## src/rtl/mcu_pkg.sv

```systemverilog
// Shared types and select encoding for the MCU frame scheduler and the MCU
// interface input mux.
package mcu_pkg;

  typedef enum logic [1:0] {
    IDLE      = 2'b00,
    LOAD      = 2'b01,
    WAIT_DONE = 2'b10
  } state_t;

  localparam logic [1:0] SEL_ROLL  = 2'b00;
  localparam logic [1:0] SEL_PITCH = 2'b01;
  localparam logic [1:0] SEL_YAW   = 2'b10;

  localparam int ANG_W   = 16;
  localparam int FRAME_W = 3 * ANG_W;

endpackage

```

## src/rtl/mcu_frame_buf.sv

```systemverilog
// Active/pending angle frame storage. The active frame stays frozen while the
// scheduler sends it; one newer frame may wait in pending, and losing an
// unconsumed pending frame raises the sticky overrun flag.
module mcu_frame_buf
  import mcu_pkg::*;
(
  input  logic               clk,
  input  logic               n_rst,
  input  logic               capture,
  input  logic               frame_valid,
  input  logic               clear_err,
  input  logic [FRAME_W-1:0] frame_in,
  output logic [FRAME_W-1:0] active_out,
  output logic               pend_valid_out,
  output logic               overrun_out
);

  logic [FRAME_W-1:0] active_q;
  logic [FRAME_W-1:0] pend_q;
  logic               pend_valid_q;
  logic               overrun_q;
  logic               consume;
  logic               load_direct;
  logic               pend_wr;
  logic               overrun_set;

  // A capture takes pending first; an incoming frame not taken directly goes to pending.
  always_comb begin
    consume     = capture & pend_valid_q;
    load_direct = capture & ~pend_valid_q;
    pend_wr     = frame_valid & ~load_direct;
    overrun_set = pend_wr & pend_valid_q & ~consume;
  end

  // Frame registers, pending flag and sticky overrun (a new event beats clear).
  always_ff @(posedge clk or negedge n_rst) begin
    if (!n_rst) begin
      active_q     <= '0;
      pend_q       <= '0;
      pend_valid_q <= 1'b0;
      overrun_q    <= 1'b0;
    end else begin
      if (consume)          active_q <= pend_q;
      else if (load_direct) active_q <= frame_in;

      if (pend_wr)      pend_q <= frame_in;

      if (pend_wr)      pend_valid_q <= 1'b1;
      else if (consume) pend_valid_q <= 1'b0;

      if (overrun_set)    overrun_q <= 1'b1;
      else if (clear_err) overrun_q <= 1'b0;
    end
  end

  assign active_out     = active_q;
  assign pend_valid_out = pend_valid_q;
  assign overrun_out    = overrun_q;

endmodule

```

## src/rtl/mcu_frame_sched.sv

```systemverilog
// Sends roll, pitch and yaw of each accepted frame to the MCU SPI slave
// interface one channel at a time, waiting for done (or a timeout) between
// channels.
//
// state     | meaning
// IDLE      | no frame in flight; capture pending or incoming frame when configured
// LOAD      | one-cycle write_enable pulse for channel sel
// WAIT_DONE | waiting for done_in or timeout, then next channel or back to IDLE
module mcu_frame_sched
  import mcu_pkg::*;
#(
  parameter int TIMEOUT_CYCLES = 50000,
  parameter int TIMEOUT_W      = 16,
  parameter int FCNT_W         = 8
) (
  input  logic              clk,
  input  logic              n_rst,
  input  logic              angles_valid_in,
  input  logic [15:0]       roll_in,
  input  logic [15:0]       pitch_in,
  input  logic [15:0]       yaw_in,
  input  logic              configured_in,
  input  logic              done_in,
  input  logic              clear_err_in,
  output logic              write_enable_out,
  output logic [1:0]        output_select_out,
  output logic [15:0]       roll_out,
  output logic [15:0]       pitch_out,
  output logic [15:0]       yaw_out,
  output logic              busy_out,
  output logic              overrun_out,
  output logic              timeout_out,
  output logic [FCNT_W-1:0] frame_count_out
);

  state_t                state_q, state_d;
  logic [1:0]            sel_q, sel_d;
  logic [TIMEOUT_W-1:0]  tcnt_q, tcnt_d;
  logic [FCNT_W-1:0]     fcnt_q, fcnt_d;
  logic                  timeout_q;
  logic                  timeout_set;
  logic                  capture;
  logic                  pend_valid;
  logic                  tmo_hit;
  logic [FRAME_W-1:0]    active;

  assign capture = (state_q == IDLE) && configured_in && (pend_valid || angles_valid_in);
  assign tmo_hit = (tcnt_q == TIMEOUT_W'(TIMEOUT_CYCLES - 1));

  mcu_frame_buf u_frame_buf (
    .clk            (clk),
    .n_rst          (n_rst),
    .capture        (capture),
    .frame_valid    (angles_valid_in),
    .clear_err      (clear_err_in),
    .frame_in       ({roll_in, pitch_in, yaw_in}),
    .active_out     (active),
    .pend_valid_out (pend_valid),
    .overrun_out    (overrun_out)
  );

  // Next-state, channel select, timeout counter and frame counter.
  always_comb begin
    state_d     = state_q;
    sel_d       = sel_q;
    tcnt_d      = tcnt_q;
    fcnt_d      = fcnt_q;
    timeout_set = 1'b0;
    case (state_q)
      IDLE: begin
        if (capture) begin
          state_d = LOAD;
          sel_d   = SEL_ROLL;
        end
      end
      LOAD: begin
        tcnt_d = '0;
        if (!configured_in) begin
          state_d = IDLE;
          sel_d   = SEL_ROLL;
        end else begin
          state_d = WAIT_DONE;
        end
      end
      WAIT_DONE: begin
        if (!configured_in) begin
          state_d = IDLE;
          sel_d   = SEL_ROLL;
        end else begin
          tcnt_d = tcnt_q + TIMEOUT_W'(1);
          if (done_in || tmo_hit) begin
            // done wins over a coincident timeout
            timeout_set = ~done_in;
            if (sel_q == SEL_YAW) begin
              state_d = IDLE;
              sel_d   = SEL_ROLL;
              fcnt_d  = fcnt_q + FCNT_W'(1);
            end else begin
              state_d = LOAD;
              sel_d   = sel_q + 2'd1;
            end
          end
        end
      end
      default: begin
        state_d = IDLE;
        sel_d   = SEL_ROLL;
      end
    endcase
  end

  // State register plus sticky timeout flag (a new timeout beats clear).
  always_ff @(posedge clk or negedge n_rst) begin
    if (!n_rst) begin
      state_q   <= IDLE;
      sel_q     <= SEL_ROLL;
      tcnt_q    <= '0;
      fcnt_q    <= '0;
      timeout_q <= 1'b0;
    end else begin
      state_q <= state_d;
      sel_q   <= sel_d;
      tcnt_q  <= tcnt_d;
      fcnt_q  <= fcnt_d;
      if (timeout_set)       timeout_q <= 1'b1;
      else if (clear_err_in) timeout_q <= 1'b0;
    end
  end

  assign write_enable_out  = (state_q == LOAD);
  assign output_select_out = sel_q;
  assign busy_out          = (state_q != IDLE);
  assign timeout_out       = timeout_q;
  assign frame_count_out   = fcnt_q;
  assign roll_out          = active[3*ANG_W-1:2*ANG_W];
  assign pitch_out         = active[2*ANG_W-1:ANG_W];
  assign yaw_out           = active[ANG_W-1:0];

endmodule

```

## config.mk

```make
export PLATFORM = sky130hd
export DESIGN_NAME = mcu_frame_sched
export DESIGN_NICKNAME = d
export VERILOG_FILES = /design/src/rtl/mcu_pkg.sv /design/src/rtl/mcu_frame_buf.sv /design/src/rtl/mcu_frame_sched.sv
export SDC_FILE = /design/constraint.sdc
export NUM_CORES = 1
export LEC_CHECK = 0
export BUFFER_PORTS_ARGS = -buffer_cell sky130_fd_sc_hd__buf_2
export CORE_MARGIN = 2
export CORE_UTILIZATION = 45
export DETAILED_ROUTE_END_ITERATION = 6
export MAX_ROUTING_LAYER = met4
export PLACE_DENSITY_LB_ADDON = 0.08
export SYNTH_ARGS = -nofsm -noshare
export SYNTH_HDL_FRONTEND = slang
export SYNTH_HIERARCHICAL = 1
export SYNTH_SLANG_ARGS = --single-unit
```

## constraint.sdc

```tcl
create_clock -name clk -period 1.9 [get_ports clk]
set_clock_uncertainty 0.15 [all_clocks]
set_input_delay 0.38 -clock clk [delete_from_list [all_inputs] [get_ports clk]]
set_output_delay 0.38 -clock clk [all_outputs]
set_load 0.005 [all_outputs]
```

# After elaboration in Yosys (flattened, before gate mapping)
# Cells that the tools add are included.
dict set report word_totals {
  regBits 127
  latchBits 0
  mem_bits_rw 0
  romBits 0
  output_inout_bits 62
  memories 0
}
dict set report op_classes {
  n_addsub 3
  multipliers 0
  div_mod_pow 0
  magnitude_cmp 0
  eq_ne 8
  shifts 0
  mux 24
  n_bitwise 9
  n_reduce_logical 15
}
# cell count
set ops {}
lappend ops {{48-bit two-way mux} 2}
lappend ops {{16-bit one-hot mux with 2 select lines} 1}
lappend ops {{2-bit two-way mux} 9}
lappend ops {{16-bit by 1-bit adder with 16-bit output (second input constant)} 1}
lappend ops {{16-bit == test (second input constant)} 1}
lappend ops {{16-bit two-way mux} 1}
lappend ops {{2-bit one-hot mux with 3 select lines} 2}
lappend ops {{2-bit nonzero test} 6}
lappend ops {{1-bit two-way mux} 9}
lappend ops {{8-bit by 1-bit adder with 8-bit output (second input constant)} 1}
lappend ops {{1-bit bitwise AND} 5}
lappend ops {{2-bit == test (second input constant)} 2}
lappend ops {{2-bit != test (second input constant)} 2}
lappend ops {{1-bit NOT} 4}
lappend ops {{2-bit AND reduction} 2}
lappend ops {{4-bit AND reduction} 1}
lappend ops {{3-bit != test (second input constant)} 1}
lappend ops {{3-bit AND reduction} 1}
lappend ops {{2-bit by 1-bit adder with 2-bit output (second input constant)} 1}
lappend ops {{2-bit by 1-bit == test with 1-bit output (second input constant)} 1}
lappend ops {{1-bit logical AND} 2}
lappend ops {{2-bit zero test} 1}
lappend ops {{1-bit logical OR} 2}
lappend ops {{2-bit by 1-bit != test with 1-bit output (second input constant)} 1}

# Longest topological paths before layout
dict set report logic_depth {
  depth_word 9
  mapped_depth 8
}

# By module
# The synthesis kept the hierarchy.
# mod instances cells_each area_each_um2
set by_module_without_submodules {}
lappend by_module_without_submodules {mcu_frame_buf 1 319 4137.7}
lappend by_module_without_submodules {mcu_frame_sched 1 153 1549.0}

# Worst setup path after synthesis
# OpenSTA, ideal clock, no wires.
dict set report synth_path {
  kind {register to register}
  start {reg state_q[1]}
  end {reg u_frame_buf.pend_q[27]}
  setup_time_ns 0.125
  arrival_ns 1.774
  required_ns 1.625
  setup_slack_ns -0.149
  stages_incl_launch_ff 9
  n_path_buf 3
  cell_sequence {dfrtp_1 -> or2_2 -> nor2_1 -> buf_4 -> inv_2 -> o21ai_2 -> buf_6 -> buf_8 -> mux2_4}
}
dict set report synth_between {
  elab_chain_cells 6
}
# item line_no
set synth_rtl {}
lappend synth_rtl {{start: declaration} mcu_frame_sched.sv:36} ;# state_t state_q, state_d;
lappend synth_rtl {{start signal: assignment} mcu_frame_sched.sv:121} ;# state_q <= state_d;
lappend synth_rtl {{2-bit zero test} mcu_frame_sched.sv:47} ;# assign capture = (state_q == IDLE) && configured_in && (pend_valid || angles_valid_in);
lappend synth_rtl {{1-bit logical AND (2 in series)} mcu_frame_sched.sv:47}
lappend synth_rtl {{net capture} mcu_frame_sched.sv:42} ;# logic capture;
lappend synth_rtl {{1-bit bitwise AND} mcu_frame_buf.sv:30} ;# load_direct = capture & ~pend_valid_q;
lappend synth_rtl {{1-bit NOT} mcu_frame_buf.sv:31} ;# pend_wr = frame_valid & ~load_direct;
lappend synth_rtl {{1-bit bitwise AND} mcu_frame_buf.sv:31}
lappend synth_rtl {{end signal: assignment} mcu_frame_buf.sv:46} ;# if (pend_wr) pend_q <= frame_in;
lappend synth_rtl {{end: declaration} mcu_frame_buf.sv:19} ;# logic [FRAME_W-1:0] pend_q;
# The timed path passes the listed nets, and every way through them passes these cells.
# A chain may end at the register's enable or synchronous reset.

# Worst setup path after layout
dict set report layout_path {
  start {reg tcnt_q[11]}
  end {reg sel_q[1] (netlist: output_select_out[1])}
}
dict set report layout_between {
  elab_chain_cells 4
}
# item line_no
set layout_rtl {}
lappend layout_rtl {{start: declaration} mcu_frame_sched.sv:38} ;# logic [TIMEOUT_W-1:0] tcnt_q, tcnt_d;
lappend layout_rtl {{start signal: assignment} mcu_frame_sched.sv:123} ;# tcnt_q <= tcnt_d;
lappend layout_rtl {{16-bit == test} mcu_frame_sched.sv:48} ;# assign tmo_hit = (tcnt_q == TIMEOUT_W'(TIMEOUT_CYCLES - 1));
lappend layout_rtl {{1-bit logical OR} mcu_frame_sched.sv:91} ;# if (done_in || tmo_hit) begin
lappend layout_rtl {{3-bit != test (no line)} -}
lappend layout_rtl {{3-bit AND reduction (no line)} -}
lappend layout_rtl {{end signal: assignment} mcu_frame_sched.sv:122} ;# sel_q <= sel_d;
lappend layout_rtl {{end: declaration} mcu_frame_sched.sv:37} ;# logic [1:0] sel_q, sel_d;
# Every way passes these cells.

==> reports/qor.txt <==
Util after Layout: 61.39%
DR iter-0 viols: 164
Final WS setup: -0.05616 ns
FMAX: 511.2 MHz
fin crit share: 103.0%
Warnings, synthesis: 6
Post-DP HPWL: 8.334 mm
Clock Pin Slew Worst Setup and Hold Paths: 0.05 ns
Max-slew headroom: 69.99%
total gr overflow: 0
CTS Sinks: 127
leak pwr: 3.908 nW
syn_area_per_cell: 12.05 um^2
first-pass GRT wire length: 19.96 mm
post-synth net total: 528
Pre-antenna DRT Iters: 4
Seq/Total Area, Yosys: 55.89%
Synth area leader: dfrtp_1
Post-Place Cells: 774
Die ar.: 13550 um^2
Primary FF master, synth: dfrtp_1
buffers plus inverters on the worst setup path: 0
unique cell type count in the Yosys netlist: 53
initial antenna violation count: 0
CTS tree: done
cell family with most CP delay: simple AND/OR/NAND/NOR gates
all-layer global routing usage: 19.78%
Slew Viols, Final: 0
WL/cell: 16.01 um
Syn Inst Count: 472
Critical Path AT: 2.10 ns
most frequent cells in the layout: dfrtp_1 (126), buf_2 (113), nor2_1 (61)
Worst VDD drop: 0.7418 mV
run status: finished, violations left
Post-Syn Area: 5687 um^2
starting density of the core: 45.62%
Synth Register Bits: 127
GP Congestion: 0.8234
EDFF count, synth: 0
antenna cell count: 0
delay of the slowest critical-path stage: 0.41 ns
Final Setup Violations: 10
largest net degree at the start of global routing: 81
final hold violations: 0
Inserted Clock Buffers: 17
Core Region: 12470 um^2
Setup TNS: -0.1497 ns
worst path cell trace: nor4b_4 -> nand4_2 -> a221oi_4 -> mux2_4
CP Capture Type: flip-flop
Hold Crit Depth: 2
Max-Cap Viols: 0
Worst Hold Class: in2reg
Final Non-Filler Cells: 815
synth top area cells: dfrtp_1 (56%), mux2i_1 (9.0%), mux2_2 (6.1%), mux2_4 (5.3%), a21oi_1 (4.6%)
# rows: 41
failing checks: negative setup slack
Die Ht: 116.4 um
clock root cell: clkbuf_16
PwrDens: 1351 nW/um^2
io pins: 116
vias: 4176
vias in the first global route: 4141
total power: 0.01034 W
area share of the largest cell type after synthesis: 55.89%
ys async rst share: 100.0%
worst slew pin tran: 0.4502 ns
R2R depth: 4
insertion delay to the later sink of the worst-skew pair: 0.41 ns
crit path launch type: flip-flop
post-route ant nets: 0
DP Area: 6701 um^2
synthesis-to-finish area growth: 34.57%
Worst Path Max Fanout: 3
Setup CP Type: reg2reg
Final #Nets: 688
CTS Buffer Depth: 2
vias per inst: 5.124
min cycle time layout: 1.956 ns
most common cell after layout, fill and taps aside: dfrtp_1
final instance area: 7652 um^2
buffers added on ports: 115
Die X: 116.4 um
share of cells above drive strength 1: 41.52%
Worst EP required: 2.04 ns
Post-route DRC: 0
CP max-delay cell: dfrtp_1
htree depth: 4
Routed WL: 13.05 mm
RSZ-0062 raised after global routing: true
Critical Path Stages: 4
## cell type report
cell class	count	area, um^2
inverters	6	22.52
clock inverters	6	105.1
well taps	172	215.2
fillers	1017	4813
multi-input cells	312	2485
flip-flops and latches	127	3179
repair buffers	168	1144
clock buffers	24	501.7
## power by group
group / leakage [nW] / internal [W] / switching (W)
combinational: 2.10 / 0.00162 / 0.00154
sequential: 1.51 / 0.00344 / 0.000407
clock: 0.302 / 0.00222 / 0.00111
total: 3.91 / 0.00728 / 0.00306
## synth_stat cells, types with 2 or more instances
| master | instances |
|---|---|
| a21oi_1 | 52 |
| a31oi_1 | 2 |
| and2_1 | 2 |
| and3_1 | 2 |
| and4_1 | 3 |
| and4bb_2 | 2 |
| buf_2 | 10 |
| buf_4 | 3 |
| buf_6 | 2 |
| buf_8 | 2 |
| clkbuf_1 | 9 |
| dfrtp_1 | 127 |
| ha_1 | 2 |
| inv_1 | 4 |
| inv_2 | 2 |
| mux2_2 | 31 |
| mux2_4 | 20 |
| mux2i_1 | 51 |
| nand2_1 | 16 |
| nand2b_1 | 2 |
| nand3_1 | 9 |
| nand4_1 | 4 |
| nor2_1 | 63 |
| nor3_1 | 3 |
| nor4_1 | 3 |
| nor4_2 | 2 |
| o21ai_0 | 10 |
| xnor2_1 | 3 |
| xor2_1 | 7 |
## sequential cells by signal (all words and copies together) (netlist names)
register                    cells
frame_count_out                 8
u_frame_buf/pend_valid_out      1
output_select_out               2
u_frame_buf/overrun_out         1
tcnt_q                         16
state_q                         2
u_frame_buf/active_out         48
timeout_out                     1
u_frame_buf/pend_q             48
## worst register-to-register path, stage by stage (launching register included)
cell and delay, ns:
dfrtp_1 0.41, nor4b_4 0.39, nand4_2 0.18, a221oi_4 0.37, mux2_4 0.34
## metrics by stage
step | worst slack, ns | hold slack, ns
2_1_floorplan | -0.04251 | -0.06559
3_3_place_gp | -0.05588 | 0.2821
3_5_place_dp | -0.06497 | 0.2779
4_1_cts | 0.001270 | 0.03399
5_1_grt | -0.1173 | 0.04697
6_report | -0.05616 | 0.05338
## routing by layer
layer  up-vias  GRT usage (%)  wire, um
li1       1999              -         -
met1      2063          24.70      5900
met2        98          30.78      6324
met3        16          6.383       598
met4         0          6.190       225
met5         -              -         0
## worst paths after layout
| kind | from | to | slack, ns |
|---|---|---|---|
| worst max-delay path | tcnt_q[11]$_DFFE_PN0P_ | output_select_out[1]$_DFFE_PN0P_ | -0.06 |
| worst min-delay path | clear_err_in | timeout_out$_DFFE_PN0P_ | 0.05 |
| worst max register to register | tcnt_q[11]$_DFFE_PN0P_ | output_select_out[1]$_DFFE_PN0P_ | -0.06 |
| worst min register to register | frame_count_out[7]$_DFFE_PN0P_ | frame_count_out[7]$_DFFE_PN0P_ | 0.32 |
| max in group asynchronous | n_rst | u_frame_buf/pend_valid_out$_DFFE_PN0P_ | 0.81 |
| min in group asynchronous | n_rst | u_frame_buf/pend_q[28]$_DFFE_PN0P_ | 0.37 |
## logic make-up (layout without fill, tap and decap cells)
group	Yosys count	in the layout	synth area share, %
fa+ha+maj	2	2	0.4400
simple gates	122	122	10.83
xor+xnor	10	10	1.540
mux	102	102	20.40
compound gates	76	76	7.657
buf+inv	33	204	3.256
flops	127	127	55.89
## timing repair
action                                  in CTS  in global routing
resized for setup                            3                 43
hold buffers                                 1                  0
cloned                                       0                  4
buffers inserted                             1                  5
hold endpoints to repair                   127                  0
endpoints found under the setup margin       3                 43
pin swaps                                    1                  5
Note: power is estimated with default switching activity, not from simulation.
